===== config.mk =====
export PLATFORM = sky130hd
export DESIGN_NAME = core_mem_arb2
export DESIGN_NICKNAME = d
export VERILOG_FILES = /design/src/rtl/core_mem_arb2.sv
export SDC_FILE = /design/constraint.sdc
export NUM_CORES = 1
export LEC_CHECK = 0
export ABC_AREA = 1
export CORE_AREA = 2 2 124 126
export DETAILED_ROUTE_END_ITERATION = 6
export DIE_AREA = 0 0 126 128
export PLACE_DENSITY_LB_ADDON = 0.3
export SYNTH_ARGS = -nofsm -noshare
export SYNTH_HDL_FRONTEND = slang
export SYNTH_SLANG_ARGS = --single-unit

===== constraint.sdc =====
create_clock -name clk_i -period 2.44 [get_ports clk_i]
set_input_delay 0.488 -clock clk_i [delete_from_list [all_inputs] [get_ports clk_i]]
set_output_delay 0.488 -clock clk_i [all_outputs]
set_load 0.01 [all_outputs]

===== src/rtl/core_mem_arb2.sv =====
// rtl/core_mem_arb2.sv - two-requester round-robin arbiter for a req/gnt/rvalid memory port
// Responses are routed back through an owner FIFO that records who won each handshake.
module core_mem_arb2 #(
  parameter int ADDR_WIDTH      = 32,
  parameter int DATA_WIDTH      = 32,
  parameter int MAX_OUTSTANDING = 2
) (
  input  logic                    clk_i,
  input  logic                    rst_ni,
  input  logic                    m0_req_i,
  output logic                    m0_gnt_o,
  output logic                    m0_rvalid_o,
  input  logic [ADDR_WIDTH-1:0]   m0_addr_i,
  input  logic                    m0_we_i,
  input  logic [DATA_WIDTH/8-1:0] m0_be_i,
  input  logic [DATA_WIDTH-1:0]   m0_wdata_i,
  output logic [DATA_WIDTH-1:0]   m0_rdata_o,
  input  logic                    m1_req_i,
  output logic                    m1_gnt_o,
  output logic                    m1_rvalid_o,
  input  logic [ADDR_WIDTH-1:0]   m1_addr_i,
  input  logic                    m1_we_i,
  input  logic [DATA_WIDTH/8-1:0] m1_be_i,
  input  logic [DATA_WIDTH-1:0]   m1_wdata_i,
  output logic [DATA_WIDTH-1:0]   m1_rdata_o,
  output logic                    s_req_o,
  input  logic                    s_gnt_i,
  input  logic                    s_rvalid_i,
  output logic [ADDR_WIDTH-1:0]   s_addr_o,
  output logic                    s_we_o,
  output logic [DATA_WIDTH/8-1:0] s_be_o,
  output logic [DATA_WIDTH-1:0]   s_wdata_o,
  input  logic [DATA_WIDTH-1:0]   s_rdata_i,
  output logic                    err_o
);
  localparam int PW = (MAX_OUTSTANDING > 1) ? $clog2(MAX_OUTSTANDING) : 1;
  localparam int CW = $clog2(MAX_OUTSTANDING + 1);

  logic          rr_q, rr_d;
  logic          lock_q, lock_d;
  logic          lsel_q, lsel_d;
  logic          err_q, err_d;
  logic [CW-1:0] cnt_q, cnt_d;
  logic [PW-1:0] wr_ptr_q, wr_ptr_d;
  logic [PW-1:0] rd_ptr_q, rd_ptr_d;
  logic          owner_q [MAX_OUTSTANDING];

  logic sel, sel_req, fifo_full, hs, pop, head;

  function automatic logic [PW-1:0] ptr_inc(input logic [PW-1:0] p);
    if (p == PW'(MAX_OUTSTANDING - 1)) return '0;
    return p + PW'(1);
  endfunction

  always_comb begin
    sel = rr_q;
    if (lock_q)                sel = lsel_q;
    else if (m0_req_i ^ m1_req_i) sel = m1_req_i;
  end

  assign sel_req   = sel ? m1_req_i : m0_req_i;
  assign fifo_full = (cnt_q == CW'(MAX_OUTSTANDING));
  assign s_req_o   = sel_req & ~fifo_full;
  assign hs        = s_req_o & s_gnt_i;
  assign s_addr_o  = sel ? m1_addr_i  : m0_addr_i;
  assign s_we_o    = sel ? m1_we_i    : m0_we_i;
  assign s_be_o    = sel ? m1_be_i    : m0_be_i;
  assign s_wdata_o = sel ? m1_wdata_i : m0_wdata_i;
  assign m0_gnt_o  = hs & ~sel;
  assign m1_gnt_o  = hs & sel;

  assign pop         = s_rvalid_i & (cnt_q != '0);
  assign head        = owner_q[rd_ptr_q];
  assign m0_rvalid_o = pop & ~head;
  assign m1_rvalid_o = pop & head;
  assign m0_rdata_o  = s_rdata_i;
  assign m1_rdata_o  = s_rdata_i;
  assign err_o       = err_q;

  always_comb begin
    rr_d     = rr_q;
    lock_d   = lock_q;
    lsel_d   = lsel_q;
    err_d    = err_q | (s_rvalid_i & (cnt_q == '0));
    cnt_d    = cnt_q;
    wr_ptr_d = wr_ptr_q;
    rd_ptr_d = rd_ptr_q;
    // A pending request stays pinned to its requester until the bridge accepts it.
    if (s_req_o && !s_gnt_i) begin
      lock_d = 1'b1;
      lsel_d = sel;
    end else if (hs) begin
      lock_d = 1'b0;
      rr_d   = ~sel;
    end
    if (hs)  wr_ptr_d = ptr_inc(wr_ptr_q);
    if (pop) rd_ptr_d = ptr_inc(rd_ptr_q);
    if (hs && !pop)      cnt_d = cnt_q + CW'(1);
    else if (!hs && pop) cnt_d = cnt_q - CW'(1);
  end

  always_ff @(posedge clk_i) begin
    if (!rst_ni) begin
      rr_q     <= 1'b0;
      lock_q   <= 1'b0;
      lsel_q   <= 1'b0;
      err_q    <= 1'b0;
      cnt_q    <= '0;
      wr_ptr_q <= '0;
      rd_ptr_q <= '0;
    end else begin
      rr_q     <= rr_d;
      lock_q   <= lock_d;
      lsel_q   <= lsel_d;
      err_q    <= err_d;
      cnt_q    <= cnt_d;
      wr_ptr_q <= wr_ptr_d;
      rd_ptr_q <= rd_ptr_d;
    end
  end

  always_ff @(posedge clk_i) begin
    if (rst_ni && hs) owner_q[wr_ptr_q] <= sel;
  end
endmodule

==> results of run 1 <==
## how the worst max path moves through the flow
stage                         to  slack (ns)
floorplan               cnt_q[1]        0.63
global placement    s_wdata_o[4]       -0.44
detailed placement  s_wdata_o[4]       -0.48
CTS                  s_addr_o[3]      -0.003
global route            cnt_q[1]       -0.02
finish               s_addr_o[0]         0.1
## routing by layer
layer	vias up	global-route usage, %	routed length (um)
li1	1383	-	-
met1	1167	11.8	3560
met2	157	21.5	5110
met3	8	2.42	776
met4	0	1.55	93
met5	-	0	0
## final cells by class
| type | instances | area, um^2 |
|---|---|---|
| clock buffers | 4 | 78.8 |
| fillers | 1666 | 10800 |
| inverters | 17 | 71.3 |
| multi-input cells | 256 | 1030 |
| flip-flops and latches | 11 | 240 |
| well taps | 188 | 235 |
| repair buffers | 252 | 2450 |
## power groups by stage
stage	clock (mW)	combinational (mW)	sequential (mW)
after global routing	0.311	1.77	0.271
after floorplan	0	0.772	0.264
final	0.297	1.61	0.265
after detailed placement	0	1.60	0.267
after CTS	0.299	1.66	0.265
after global placement	0	1.59	0.266
## critical path, stage by stage
cell           delay [ns]
dlygate4sd2_1        0.24
inv_1                0.07
nand2_1              0.06
nand2_2              0.08
nand2_4              0.10
buf_4                0.16
bufbuf_16            0.27
nand2_1              0.06
nand2_1              0.05
dlygate4sd2_1        0.27
## flip-flops by register name, indices dropped and copies added, names as in the netlist, named ones only
register / flops
cnt_q: 2
wr_ptr_q: 1
rr_q: 1
owner_q: 2
lock_q: 1
lsel_q: 1
rd_ptr_q: 1
err_o: 1
## per-stage QoR
stage | instances | setup TNS, ns | total power [mW] | hold WS (ns) | util, %
finish | 728 | 0 | 2.17 | 0.464 | 27.7
global route | 728 | -0.0183 | 2.35 | 0.501 | 27.7
CTS | 725 | -0.00537 | 2.22 | 0.469 | 28.2
detailed placement | 711 | -30.70 | 1.87 | 0.461 | 26.5
global placement | 711 | -27.14 | 1.86 | 0.458 | 26.5
floorplan | 363 | 0 | 1.04 | 0.450 | -
## kinds of logic after synthesis
logic type,after synthesis,share of synthesized area (%)
AOI/OAI and AO/OA,11,2.94
xor gates and xnor gates,1,0.457
adders and majority gates,1,0.653
buffers and inverters,96,33.9
DFF,11,12.5
and+or+nand+nor,243,49.5
## cell usage in the layout, fill, tap and decap left out, types with 3 or more instances in the layout
cell type,n
buf_12,4
nor2_1,9
clkbuf_2,26
clkdlybuf4s50_1,144
a21oi_1,4
nand3_1,4
clkdlybuf4s15_1,5
dlygate4sd2_1,27
dfxtp_1,9
dlymetal6s2s_1,7
nand4_1,4
o21ai_0,3
buf_6,4
inv_1,15
buf_4,21
clkbuf_16,3
nand2_1,221
clkdlybuf4s15_2,7
## repair_timing
item                                    4_1_cts  5_1_grt
cloned                                        3        0
endpoints found under the hold margin         0        0
resized for setup                           121       49
endpoints found under the setup margin       74       62
pin swaps                                     2        2
buffers inserted                              7        3
==> metrics, run 1 <==
status=finished, final reports clean; number of synthesized register bits=11; Rows=45; clk sinks=11; Synth cell types=19; initial antenna violation count=0; routability congestion estimate=0.815; Yosys warning count=0; ant diodes=0; cell-internal power=1.32 mW; switching power=0.852 mW; sequential share of power=12.2%; min Tclk post-route=2.34 ns; register clock-pin slew on the reported worst setup and hold paths=0.04 ns; clk_lat worst skew=0.24 ns; Slew @ Worst Pin=0.326 ns; Logic pwr share=74.1%; crit path max fanout=13; starting density of the core=12.9%; Place WS=-0.480 ns; dpl hpwl=7.62 mm; io pins=315; Nets=718; drt drc=0; DR vias=2715; VDD IR max=0.413 mV; largest net degree at the start of global routing=23; worst path required time=1.95 ns; count leader, synth=nand2_1; most area-consuming cells after synthesis=nand2_1, buf_4, dfxtp_1, edfxtp_1, inv_1; final instance area=4110 um^2; area share of the largest cell type after synthesis=43.3%; Syn Inst Count=363; DR WL/cell=13.1 um; DR pass1 iterations=4; Crit Path Category=in2out; Crit. End Element=output pin; average via count per standard cell=3.73; min-delay worst type=reg2reg; hold path start=wr_ptr_q; PwrDens=528 nW/um^2; Die Y=128 um; Setup Viol. Count Final=0; clk_skew=0.00338 ns; PortBufs=218; internal reg-to-reg setup slack=0.25 ns; gr ovfl total=0; count of final hold-check violations=0; FMAX=427 MHz; synth cell count leaders=nand2_1, buf_4, inv_1, dfxtp_1, nor2_1; final cycle utilization of the critical path=96.0%; first-pass GRT wire length=14.0 mm; post-detailed-route count of antenna-violating nets=0; Overall Global Routing Usage=10.8%; Final WS setup=0.0984 ns; Avg Inst Size Synth=5.28 um^2; Num CTS Buffers=3; DP Area=3940 um^2; CTS tree=done; r2r startpoint=rr_q; Max H-tree Level=1; Post-Syn Area=1920 um^2; unrepaired setup endpoints after global routing=yes; Area Overhead vs Synth=115%; Worst R2R End=cnt_q[1]; hold path depth=2; vias in the first global route=2603; fraction of layout cells with a size suffix above 1=14.8%; EDFF count, synth=2; Clock Root Buffer=clkbuf_16; Syn Nets=540; core area=14900 um^2; max cap viols=0; WL final=9.54 mm; Seq/Total Area, Yosys=12.5%; fraction of registers with async set/reset=0%; headroom to the max-slew limit=78.1%; Arr. time, crit path=1.85 ns; cell taking the most area after synthesis=nand2_1; CP startpoint=m1_req_i; Die Wd=126 um; Die ar.=16100 um^2; CP Launch Type=input port; Clk pwr share=13.7%; sw frac=39.2%; P_leak=2.14 nW; fin. max-slew vios=0; most used flip-flop cell after synthesis=dfxtp_1; drt first-iter violations=118; CTS max path bufs=2; worst reg-to-reg path cell count=15; Hold Path End=wr_ptr_q; Hold Buf Count CTS=0
Power figures use the tool's default switching activity.
==> run 2: changes to the inputs <==
CORE_AREA = 4 4 119 121   (was 2 2 124 126)
DIE_AREA = 0 0 123 125   (was 0 0 126 128)
==> metrics, run 2 (synthesized netlist as in run 1, its figures left out) <==
status=finished, final reports clean; Crit Path Category=in2out; Die ar.=15400 um^2; largest net degree at the start of global routing=19; FMAX=426 MHz; crit-path cells=dlygate4sd2_1 -> inv_1 -> nand2_1 -> nand2_2 -> nand2_4 -> buf_12 -> buf_12 -> buf_4 -> buf_16 -> nand2_1 -> nand2_1 -> buf_2; DR WL/cell=15.2 um; fillcell total=1425; setup TNS=0 ns; internal reg-to-reg setup slack=0.34 ns; commonest non-fill, non-tap cells in the layout=nand2_1, clkdlybuf4s50_1, buf_2; max cap viols=0; Slew @ Worst Pin=0.372 ns; Overall Global Routing Usage=12.8%; register clock-pin slew on the reported worst setup and hold paths=0.04 ns; average via count per standard cell=3.80; Nets=716; fin. max-slew vios=0; drt first-iter violations=91; vias in the first global route=2764; DR pass1 iterations=4; unrepaired setup endpoints after global routing=no; final cycle utilization of the critical path=96.2%; top flop regs=cnt_q x2, owner_q x2; Final WS setup=0.0933 ns; starting density of the core=14.6%; CP Launch Type=input port; clk sinks=11; most common cell after layout, fill and taps aside=nand2_1; Critical path buffers and inverters=7; PwrDens=544 nW/um^2; dpl hpwl=8.49 mm; Clock Root Buffer=clkbuf_16; Worst R2R End=cnt_q[1]; min-delay worst type=reg2reg; ant diodes=0; CTS tree=done; io pins=315; first-pass GRT wire length=15.6 mm; Hold Path End=wr_ptr_q; CP dominant cell by count=nand2_1; Arr. time, crit path=1.86 ns; Max H-tree Level=1; hold path start=wr_ptr_q; fraction of layout cells with a size suffix above 1=17.3%; routability congestion estimate=0.817; WL final=10.8 mm; headroom to the max-slew limit=74.9%; CTS max path bufs=2; Final Hold Slack=0.472 ns; largest delay contributor family on the critical path=buffers and inverters; CP max stage delay=0.24 ns; Core Util, Final=31.7%; Die Wd=123 um; post-detailed-route count of antenna-violating nets=0; drt drc=0; initial antenna violation count=0; PortBufs=218; worst reg-to-reg path cell count=16; Pwr Total=2.26 mW; clk_skew=0.00182 ns; Area Overhead vs Synth=116%; Crit. End Element=output pin; VDD IR max=0.467 mV; slowest CP cell=dlygate4sd2_1; core area=13100 um^2; Place WS=-0.524 ns; count of final hold-check violations=0; crit path max fanout=17; Setup Viol. Count Final=0; min Tclk post-route=2.35 ns; clk_lat worst skew=0.24 ns; Die Y=125 um; P_leak=2.06 nW; DR vias=2711; hold path depth=2; worst path required time=1.95 ns; Rows=42; Num CTS Buffers=3; r2r startpoint=rr_q; gr ovfl total=0
run 2: worst register-to-register path, cell delays in order (launching register included):
cell,delay (ns)
dfxtp_1,0.32
inv_1,0.06
a21oi_2,0.14
nand2_2,0.09
nand2_4,0.09
buf_12,0.13
buf_12,0.10
nand2_2,0.05
buf_4,0.13
nand3_2,0.06
buf_4,0.13
nor2_4,0.03
ha_1,0.28
a21oi_1,0.11
o21ai_1,0.09
o21ai_1,0.12
a21oi_1,0.05
run 2: cell type report:
class	instances	area (um^2)	area share (%)
Clock buffer	3	75.1	1.81
Clock inverter	1	5.00	0.121
Inverter	17	66.3	1.60
Multi-Input combinational cell	256	1040	25.1
Sequential cell	11	240	5.79
Tap cell	176	220	5.31
Timing Repair Buffer	250	2500	60.3
run 2: worst max path at each step:
stage,endpoint,cells past startpoint,startpoint,slack (ns)
2_1_floorplan,cnt_q[1],10,m0_req_i,0.63
3_3_place_gp,s_wdata_o[22],12,m0_req_i,-0.47
3_5_place_dp,s_wdata_o[25],12,m0_req_i,-0.52
4_1_cts,m0_gnt_o,11,m0_req_i,0.05
5_1_grt,cnt_q[1],17,m1_req_i,0.003
6_report,s_addr_o[6],12,m1_req_i,0.09
run 2: what timing repair did:
action,in CTS,in global routing
cloned,4,0
buffers inserted,7,3
resized for setup,217,6
hold buffers,0,0
setup endpoints to repair,73,23
pin swaps,0,1
run 2: metrics by stage:
stage / cell area (um^2) / instances
2_1_floorplan: 1920 / 363
6_report: 4150 / 714
4_1_cts: 4110 / 711
3_3_place_gp: 3930 / 696
3_5_place_dp: 3930 / 696
5_1_grt: 4150 / 714
run 2: layer usage:
metal,track usage [%],part of all wire (%)
met1,14.2,37
met2,24.3,51
met3,4.11,12
met4,0.912,0.11
met5,0,0
run 2: where the power goes:
group / leakage, nW / switching, mW / internal, mW / total [mW]
clock network: 0.0409 / 0.0815 / 0.217 / 0.298
registers: 0.0928 / 0.0263 / 0.239 / 0.266
logic: 1.93 / 0.789 / 0.903 / 1.69
==> run 3: changes to the inputs <==
REMOVE_ABC_BUFFERS = 1   (was not set)
SLEW_MARGIN = 20   (was not set)
==> metrics, run 3 (synthesized netlist as in run 1, its figures left out) <==
dpl hpwl=10.8 mm; Setup Viol. Count Final=0; min Tclk post-route=2.27 ns; VDD IR max=0.224 mV; status=finished, final reports clean; Clock Root Buffer=clkbuf_16; Worst R2R End=cnt_q[1]; fin. max-slew vios=0; clk sinks=11; CP Launch Type=input port; register clock-pin slew on the reported worst setup and hold paths=0.04 ns; ant diodes=0; register area=240 um^2; CTS tree=done; P_leak=2.05 nW; CTS max path bufs=2; CP startpoint=s_rvalid_i; PwrDens=554 nW/um^2; gr ovfl total=0; clk_skew=0.00367 ns; post-detailed-route count of antenna-violating nets=0; Arr. time, crit path=1.78 ns; Worst path depth=4; largest net degree at the start of global routing=33; DR WL/cell=18.8 um; initial antenna violation count=1; top flop regs=cnt_q x2, owner_q x2; first-pass GRT wire length=18.6 mm; clk_lat worst skew=0.24 ns; Die Y=125 um; worst reg-to-reg path cell count=13; average via count per standard cell=3.97; Slew @ Worst Pin=0.311 ns; starting density of the core=14.6%; CP max stage delay=0.54 ns; CP endpoint=m0_rvalid_o; DR vias=2828; Core Util, Final=31.9%; DP Area=3900 um^2; Critical path buffers and inverters=2; final cycle utilization of the critical path=93.1%; CP dominant cell by count=clkdlybuf4s50_1; drt first-iter violations=93; FMAX=440 MHz; final instance area=4180 um^2; Rows=42; Nets=715; r2r startpoint=lock_q; vias in the first global route=2980; drt drc=0; Die Wd=123 um; routability congestion estimate=0.844; crit path max fanout=3; Area Overhead vs Synth=118%; Crit. End Element=output pin; headroom to the max-slew limit=79.0%; count of final hold-check violations=0; largest delay contributor family on the critical path=buffers and inverters; DR pass1 iterations=4; fraction of layout cells with a size suffix above 1=19.2%; Num CTS Buffers=3; io pins=315; worst path required time=1.95 ns; most common cell after layout, fill and taps aside=nand2_1; Crit Path Category=in2out; WL final=13.4 mm; PortBufs=218; Max H-tree Level=1; Die ar.=15400 um^2; core area=13100 um^2; internal reg-to-reg setup slack=0.33 ns; crit-path cells=clkdlybuf4s50_1 -> o21ai_0 -> nor2_1 -> clkdlybuf4s50_1; unrepaired setup endpoints after global routing=no; fillcell total=1448; min-delay worst type=reg2reg; Overall Global Routing Usage=16.4%; combined area of the multi-input logic cells=1070 um^2; max cap viols=0; Final Hold Slack=0.460 ns; commonest non-fill, non-tap cells in the layout=nand2_1, clkdlybuf4s50_1, clkdlybuf4s15_2; slowest CP cell=clkdlybuf4s50_1
run 3: worst register-to-register path, stage by stage (launching register included):
cell     delay, ns
dfxtp_1       0.34
nand2_1       0.22
nand2_8       0.14
buf_8         0.16
nand2_2       0.08
buf_4         0.11
nand3_2       0.06
buf_4         0.15
nor2_4        0.13
ha_4          0.22
a21oi_2       0.12
o21ai_2       0.07
o21ai_1       0.13
a21oi_1       0.06
run 3: report_power, final:
group	switching, mW	total (mW)	internal [mW]
sequential	0.0254	0.265	0.239
clock	0.0808	0.300	0.219
combinational	0.840	1.75	0.908
total	0.946	2.31	1.37
run 3: metrics by stage:
stage | total power [mW] | setup TNS [ns] | setup slack [ns] | cells
after floorplan | 0.869 | -21.17 | -0.306 | 284
after global placement | 1.87 | -30.73 | -0.474 | 697
after detailed placement | 1.89 | -30.43 | -0.481 | 697
after CTS | 2.31 | -0.0864 | -0.0527 | 712
after global routing | 2.50 | 0 | 0.0689 | 713
final | 2.31 | 0 | 0.168 | 713
run 3: worst min-delay path by stage:
stage               startpoint       end  slack, ns  cells past startpoint
finish                   err_o     err_o       0.46                      2
global placement         err_o     err_o       0.46                      2
global route          wr_ptr_q  wr_ptr_q       0.50                      2
CTS                      err_o     err_o       0.47                      2
detailed placement       err_o     err_o       0.46                      2
floorplan             wr_ptr_q  wr_ptr_q       0.45                      2
run 3: area by class of cell:
cell class                 count  share of cell area [%]
inverter                      17                    1.83
sequential                    11                    5.75
multi-input combinational    256                    25.6
timing repair buffer         249                    59.7
clock buffer                   4                    1.89
tap                          176                    5.27
run 3: layer usage:
metal / track usage, % / up-vias / wire length, um
met5: 4.93 / - / 81
met2: 23.2 / 199 / 5460
met4: 1.30 / 4 / 63
met1: 21.4 / 1240 / 5850
met3: 10.5 / 8 / 1930
li1: - / 1377 / -
run 3: timing repair:
item,4_1_cts,5_1_grt
cloned,5,0
gates resized for setup,249,6
setup buffers,6,1
hold buffers,0,0
endpoints found under the setup margin,74,73
pin swaps,1,4
